--- src/rtl/hog_bridge_pkg.sv ---
// Shared definitions for the HOG descriptor bridge: register offsets, CTRL/STATUS
// bit positions, bus FSM states and a byte-lane write merge helper.
package hog_bridge_pkg;

    localparam int REG_CTRL   = 0;
    localparam int REG_STATUS = 1;
    localparam int REG_THRESH = 2;
    localparam int REG_DATA   = 3;

    localparam int CTRL_EN     = 0;
    localparam int CTRL_IRQ_EN = 1;
    localparam int CTRL_SRST   = 2;

    localparam int ST_EMPTY = 8;
    localparam int ST_FULL  = 9;
    localparam int ST_IRQ   = 10;
    localparam int ST_UNDER = 11;

    typedef enum logic [1:0] {
        S_IDLE,
        S_ACK,
        S_WAIT
    } bus_state_e;

    // Only the low 16 register bits exist; each byte lane has its own enable.
    function automatic logic [15:0] merge16(input logic [15:0] old,
                                            input logic [15:0] wd,
                                            input logic [1:0]  be);
        return {be[1] ? wd[15:8] : old[15:8], be[0] ? wd[7:0] : old[7:0]};
    endfunction

endpackage

--- src/rtl/hog_desc_fifo.sv ---
// Synchronous descriptor FIFO with first-word-fall-through head and a flush
// that empties it and discards any push in the same cycle.
module hog_desc_fifo #(
    parameter int W     = 128,
    parameter int DEPTH = 16,
    parameter int CNT_W = $clog2(DEPTH) + 1
) (
    input  logic             clk,
    input  logic             rst_n,
    input  logic             push,
    input  logic [W-1:0]     wdata,
    input  logic             pop,
    input  logic             flush,
    output logic [W-1:0]     rdata,
    output logic [CNT_W-1:0] count,
    output logic             full,
    output logic             empty
);
    localparam int AW = $clog2(DEPTH);

    logic [W-1:0]  mem [DEPTH];
    logic [AW-1:0] wr_ptr, rd_ptr;
    logic          do_push, do_pop;

    assign full    = (count == CNT_W'(DEPTH));
    assign empty   = (count == '0);
    assign do_push = push & ~full & ~flush;
    assign do_pop  = pop & ~empty & ~flush;
    assign rdata   = mem[rd_ptr];

    always_ff @(posedge clk or negedge rst_n) begin
        if (!rst_n) begin
            wr_ptr <= '0;
            rd_ptr <= '0;
            count  <= '0;
        end else if (flush) begin
            wr_ptr <= '0;
            rd_ptr <= '0;
            count  <= '0;
        end else begin
            if (do_push) wr_ptr <= wr_ptr + 1'b1;
            if (do_pop)  rd_ptr <= rd_ptr + 1'b1;
            count <= count + CNT_W'(do_push) - CNT_W'(do_pop);
        end
    end

    always_ff @(posedge clk) begin
        if (do_push) mem[wr_ptr] <= wdata;
    end

endmodule

--- src/rtl/hog_bridge_ctrl.sv ---
// Bridge slave exposing the HOG descriptor FIFO through CTRL/STATUS/THRESH/DATA
// registers, with IDLE->ACK->WAIT handshake and a threshold interrupt.
module hog_bridge_ctrl
    import hog_bridge_pkg::*;
#(
    parameter int BUS_WIDTH  = 128,
    parameter int BUS_BYTES  = BUS_WIDTH / 8,
    parameter int ADDR_WIDTH = 5,
    parameter int FIFO_DEPTH = 16,
    parameter int CNT_W      = $clog2(FIFO_DEPTH) + 1
) (
    input  logic                  clk,
    input  logic                  rst_n,
    input  logic [ADDR_WIDTH-1:0] addr,
    input  logic                  bus_enable,
    input  logic                  r_wbar,
    input  logic [BUS_WIDTH-1:0]  write_data,
    input  logic [BUS_BYTES-1:0]  byte_enable,
    output logic [BUS_WIDTH-1:0]  read_data,
    output logic                  ack,
    output logic                  irq,
    input  logic [BUS_WIDTH-1:0]  desc_data,
    input  logic                  desc_valid,
    output logic                  desc_ready,
    output logic                  hog_enable,
    output logic                  hog_soft_reset
);
    bus_state_e state, state_nxt;

    logic                 enable, irq_en, underflow;
    logic [CNT_W-1:0]     thresh, thr_eff, count;
    logic                 full, empty;
    logic [BUS_WIDTH-1:0] head, rd_mux;
    logic [15:0]          status_word;
    logic                 accept, wr, rd, wr_ctrl, soft_rst, rd_data, push, pop;
    logic                 unused_bits;

    assign unused_bits = ^{write_data[BUS_WIDTH-1:16], byte_enable[BUS_BYTES-1:2]};

    assign accept   = (state == S_IDLE) & bus_enable;
    assign wr       = accept & ~r_wbar;
    assign rd       = accept & r_wbar;
    assign rd_data  = rd & (addr == ADDR_WIDTH'(REG_DATA));
    assign wr_ctrl  = wr & (addr == ADDR_WIDTH'(REG_CTRL)) & byte_enable[0];
    assign soft_rst = wr_ctrl & write_data[CTRL_SRST];
    assign pop      = rd_data & ~empty;

    assign desc_ready = enable & ~full;
    assign push       = desc_valid & desc_ready;
    assign hog_enable = enable;
    assign ack        = (state == S_ACK);

    hog_desc_fifo #(.W(BUS_WIDTH), .DEPTH(FIFO_DEPTH), .CNT_W(CNT_W)) u_fifo (
        .clk   (clk),
        .rst_n (rst_n),
        .push  (push),
        .wdata (desc_data),
        .pop   (pop),
        .flush (soft_rst),
        .rdata (head),
        .count (count),
        .full  (full),
        .empty (empty)
    );

    always_ff @(posedge clk or negedge rst_n) begin
        if (!rst_n) state <= S_IDLE;
        else        state <= state_nxt;
    end

    always_comb begin
        state_nxt = state;
        case (state)
            S_IDLE:  if (bus_enable) state_nxt = S_ACK;
            S_ACK:   state_nxt = S_WAIT;
            S_WAIT:  if (!bus_enable) state_nxt = S_IDLE;
            default: state_nxt = S_IDLE;
        endcase
    end

    always_comb begin
        status_word            = '0;
        status_word[CNT_W-1:0] = count;
        status_word[ST_EMPTY]  = empty;
        status_word[ST_FULL]   = full;
        status_word[ST_IRQ]    = irq;
        status_word[ST_UNDER]  = underflow;
        rd_mux = '0;
        case (addr)
            ADDR_WIDTH'(REG_CTRL):   rd_mux = BUS_WIDTH'({irq_en, enable});
            ADDR_WIDTH'(REG_STATUS): rd_mux = BUS_WIDTH'(status_word);
            ADDR_WIDTH'(REG_THRESH): rd_mux = BUS_WIDTH'(thresh);
            ADDR_WIDTH'(REG_DATA):   rd_mux = empty ? '0 : head;
            default:                 rd_mux = '0;
        endcase
    end

    // A zero threshold behaves as one so an empty FIFO never interrupts.
    assign thr_eff = (thresh == '0) ? CNT_W'(1) : thresh;

    always_ff @(posedge clk or negedge rst_n) begin
        if (!rst_n) begin
            enable         <= 1'b0;
            irq_en         <= 1'b0;
            thresh         <= CNT_W'(FIFO_DEPTH / 2);
            underflow      <= 1'b0;
            hog_soft_reset <= 1'b0;
            irq            <= 1'b0;
            read_data      <= '0;
        end else begin
            hog_soft_reset <= soft_rst;
            irq            <= irq_en & (count >= thr_eff);
            if (rd) read_data <= rd_mux;
            if (wr_ctrl) begin
                enable <= write_data[CTRL_EN];
                irq_en <= write_data[CTRL_IRQ_EN];
            end
            if (wr && addr == ADDR_WIDTH'(REG_THRESH))
                thresh <= CNT_W'(merge16(16'(thresh), write_data[15:0], byte_enable[1:0]));
            if (soft_rst)
                underflow <= 1'b0;
            else if (rd_data && empty)
                underflow <= 1'b1;
            else if (wr && addr == ADDR_WIDTH'(REG_STATUS) && byte_enable[1] && write_data[ST_UNDER])
                underflow <= 1'b0;
        end
    end

endmodule

--- config.mk ---
export PLATFORM = sky130hd
export DESIGN_NAME = hog_bridge_ctrl
export DESIGN_NICKNAME = d
export VERILOG_FILES = /design/src/rtl/hog_bridge_pkg.sv /design/src/rtl/hog_desc_fifo.sv /design/src/rtl/hog_bridge_ctrl.sv
export SDC_FILE = /design/constraint.sdc
export NUM_CORES = 2
export LEC_CHECK = 0
export CAP_MARGIN = 20
export CORE_UTILIZATION = 55
export DETAILED_ROUTE_END_ITERATION = 6
export PLACE_DENSITY = 0.74
export SYNTH_ARGS = -nofsm -noshare
export SYNTH_HDL_FRONTEND = slang
export SYNTH_SLANG_ARGS = --single-unit
--- constraint.sdc ---
create_clock -name clk -period 21.8 [get_ports clk]
set_clock_uncertainty 0.15 [all_clocks]
set_input_delay 2.18 -clock clk [delete_from_list [all_inputs] [get_ports clk]]
set_output_delay 2.18 -clock clk [all_outputs]
set_load 0.02 [all_outputs]
==> qor.txt <==
Outcome = completed
DR pass1 iterations = 5
CP startpoint kind = primary input
Combinational power share = 3.8%
#FFs+latches synth = 2,201
Worst-path maximum fanout = 53
Power Density = 89.0 mW/mm²
Post-cts resize count = 0
Die W = 391 µm
Largest net degree at the start of global routing = 149
Setup TNS = 0 ns
Initial antenna violation count = 28
Share of layout cells above drive strength 1 = 23.3%
Int Pwr = 6.72 mW
Net switching power = 1.74 mW
Synthesized area per cell = 23.3 µm²
Post-synth top area cell = edfxtp_1
Commonest non-fill, non-tap cell in the layout = edfxtp_1
DRT iter0 DRCs = 4,172
Starting Density = 55.5%
WP data required = 22.08 ns
Primary FF master, synth = edfxtp_1
Remaining global-route overflow = 0
DR vias/cell = 6.26
Fillers = 9,731
GRT Util Overall = 24.4%
First-pass GRT wire length = 267,000 µm
Post-detail-place hpwl = 89,000 µm
Final instance area = 0.0950 mm²
Count of different cell masters after synthesis = 49
GRT Max-Usage Layer = met2
Clk buf depth = 3
Fin crit share = 28.7%
RSZ-0062 raised after global routing = no
Setup slack after layout = 15.55 ns
Die height = 391 µm
Number of hold buffers added after cts = 0
Post-CTS Setup Repair Bufs = 0
Worst-Margin Slew = 1.16 ns
Most frequent cells in the layout = edfxtp_1 (2,048), mux4_2 (512), clkdlybuf4s50_1 (277)
I/O pin total = 415
Met2 Resource Use GR = 38.8%
Share of total power in the clock network = 40.7%
Tmin final = 6.25 ns
Clock root buffer = clkbuf_16
Asr flop ratio synth = 6.95%
Vias post-DR = 38,400
Category of the critical setup timing path = in2reg
Slew headroom = 22.8%
Worst VDD drop = 60.4 µV
Row Count = 142
LEAKAGE = 29.1 nW
Hold Path Class = reg2reg
Mapped Area = 0.0833 mm²
Area grow syn2layout = 14.1%
GPL Wtd Cong = 0.762
Crit path DAT = 6.53 ns
Final setup violating endpoints = 0
Clock Latency Late Sink = 0.83 ns
Final nets = 4,225
Core Area = 0.150 mm²
Yosys warns = 0
Post-synth top area share = 73.8%
Number of synthesized flops with an enable pin = 2,048
Die Footprint = 0.153 mm²
Final Hold Fails = 0
Fin. max-slew vios = 0
CTS Buf Count = 203
CTS sink cnt = 2,201
Via count of the first global-routing pass = 39,700
Detailed Route WL = 183,000 µm
Cells after synthesis = 3,570
Setup WS pre-CTS = 14.72 ns
CTS tree = yes
IO Port Bufs = 278
Grt met1 use = 33.8%
WL/cell = 29.9 µm
Placed Area = 0.0884 mm²
Sequential-to-total area share from yosys stat = 78.4%
CTS H-tree lvls = 4
Fmax = 160 MHz
Switch share = 20.6%
Top cells by area, synth = edfxtp_1 (74%), mux4_2 (14%), dfrtp_1 (4.6%), mux2i_1 (3.1%), o221ai_2 (0.88%)
Critical Path Sink Type = flop
Residual DRC = 0
Clock slew at reported path FFs = 0.06 ns
Syn_nets = 3,869
Grt met3 use = 6.05%
Max cap viols = 0
Reg power frac = 55.5%
Post-DRT Antenna Nets = 0
## worst paths after layout
check	depth (start not counted)	slack, ns	to	start
setup / recovery	8	15.55	u_fifo.mem[6][4]	addr[2]
hold / removal	2	0.34	read_data[75]	read_data[75]
setup reg to reg	9	16.63	u_fifo.mem[6][4]	u_fifo.count[2]
hold reg to reg	2	0.34	read_data[75]	read_data[75]
max in group asynchronous	2	18.66	u_fifo.rd_ptr[2]	rst_n
min in group asynchronous	1	1.24	read_data[83]	rst_n
## stage by stage
stage          utilization (%)  total power, mW  hold WS, ns  instances
2_1_floorplan                -             4.93        0.300       3570
4_1_cts                   63.2             8.51        0.338       6122
6_report                  63.3             8.46        0.336       6134
5_1_grt                   63.3             8.69        0.354       6131
3_5_place_dp              58.9             5.11        0.324       5736
3_3_place_gp              58.9             5.09        0.320       5736
## registers in the layout, summed over array words and instances (netlist names)
name / count
hog_enable: 1
hog_soft_reset: 1
irq: 1
irq_en: 1
read_data: 128
state: 2
thresh: 5
u_fifo.count: 5
u_fifo.mem: 2048
u_fifo.rd_ptr: 4
u_fifo.wr_ptr: 4
underflow: 1
## cell type report
cell class                 count  area [µm²]  share of cell area, %
clock buffer                 288        5720                   6.02
multi-input combinational   1160       17100                   18.0
tap                         2016        2520                   2.65
sequential                  2201       65300                   68.8
clock inverter                98         813                  0.856
timing repair buffer         341        3370                   3.55
inverter                      19        71.3                 0.0751
antenna                       11        27.5                 0.0290
## cell usage after synthesis (2+ instances only)
cell,count
mux4_2,512
o221ai_1,70
nor4_1,5
a211o_1,3
o21ai_1,2
nand3_1,2
or3_1,2
a221oi_1,3
a21bo_2,2
edfxtp_1,2048
buf_1,10
buf_6,6
nand4bb_1,2
clkbuf_1,104
o21ai_0,6
mux2i_1,255
nor2b_1,5
a21oi_1,8
nor2_1,19
nor4_4,2
nand2b_1,4
nand2_1,127
o221ai_2,49
inv_1,19
xnor2_1,2
and3_1,4
a221o_1,3
and2_1,13
nor3b_1,3
a22oi_1,3
buf_2,69
ha_1,16
dfrtp_1,152
o22ai_1,6
nor3_1,5
mux2_2,10
nand4_1,2
xor2_1,6
## routing by layer
layer	wire length (µm)	vias to the layer above
met5	218	-
met4	3970	34
met3	16000	272
met2	90000	1588
met1	73200	20600
li1	-	15900
## critical path, stage by stage
cell and delay [ns]:
clkdlybuf4s50_1 0.47, or3_1 0.41, nor4_4 0.13, a21bo_2 0.31, nor3b_1 0.44, and2_4 0.66
buf_4 0.89, buf_4 0.88
## power groups by stage
stage	Combinational [mW]	Clock, mW	Sequential [mW]
2_1_floorplan	0.140	0	4.79
3_3_place_gp	0.312	0	4.78
3_5_place_dp	0.320	0	4.78
4_1_cts	0.322	3.50	4.70
5_1_grt	0.348	3.65	4.70
6_report	0.319	3.44	4.70
## kinds of logic (layout without fill, tap and decap cells)
logic type	Yosys count	in the layout	share of synthesized area (%)
flops	2201	2201	78.4
mux	777	777	17.0
buf+inv	209	746	1.10
simple gates	199	199	1.11
compound gates	159	159	1.95
fa+ha+maj	17	17	0.264
xor+xnor	8	8	0.0841
other cells	0	11	0
Note: power is estimated with default switching activity, not from simulation.
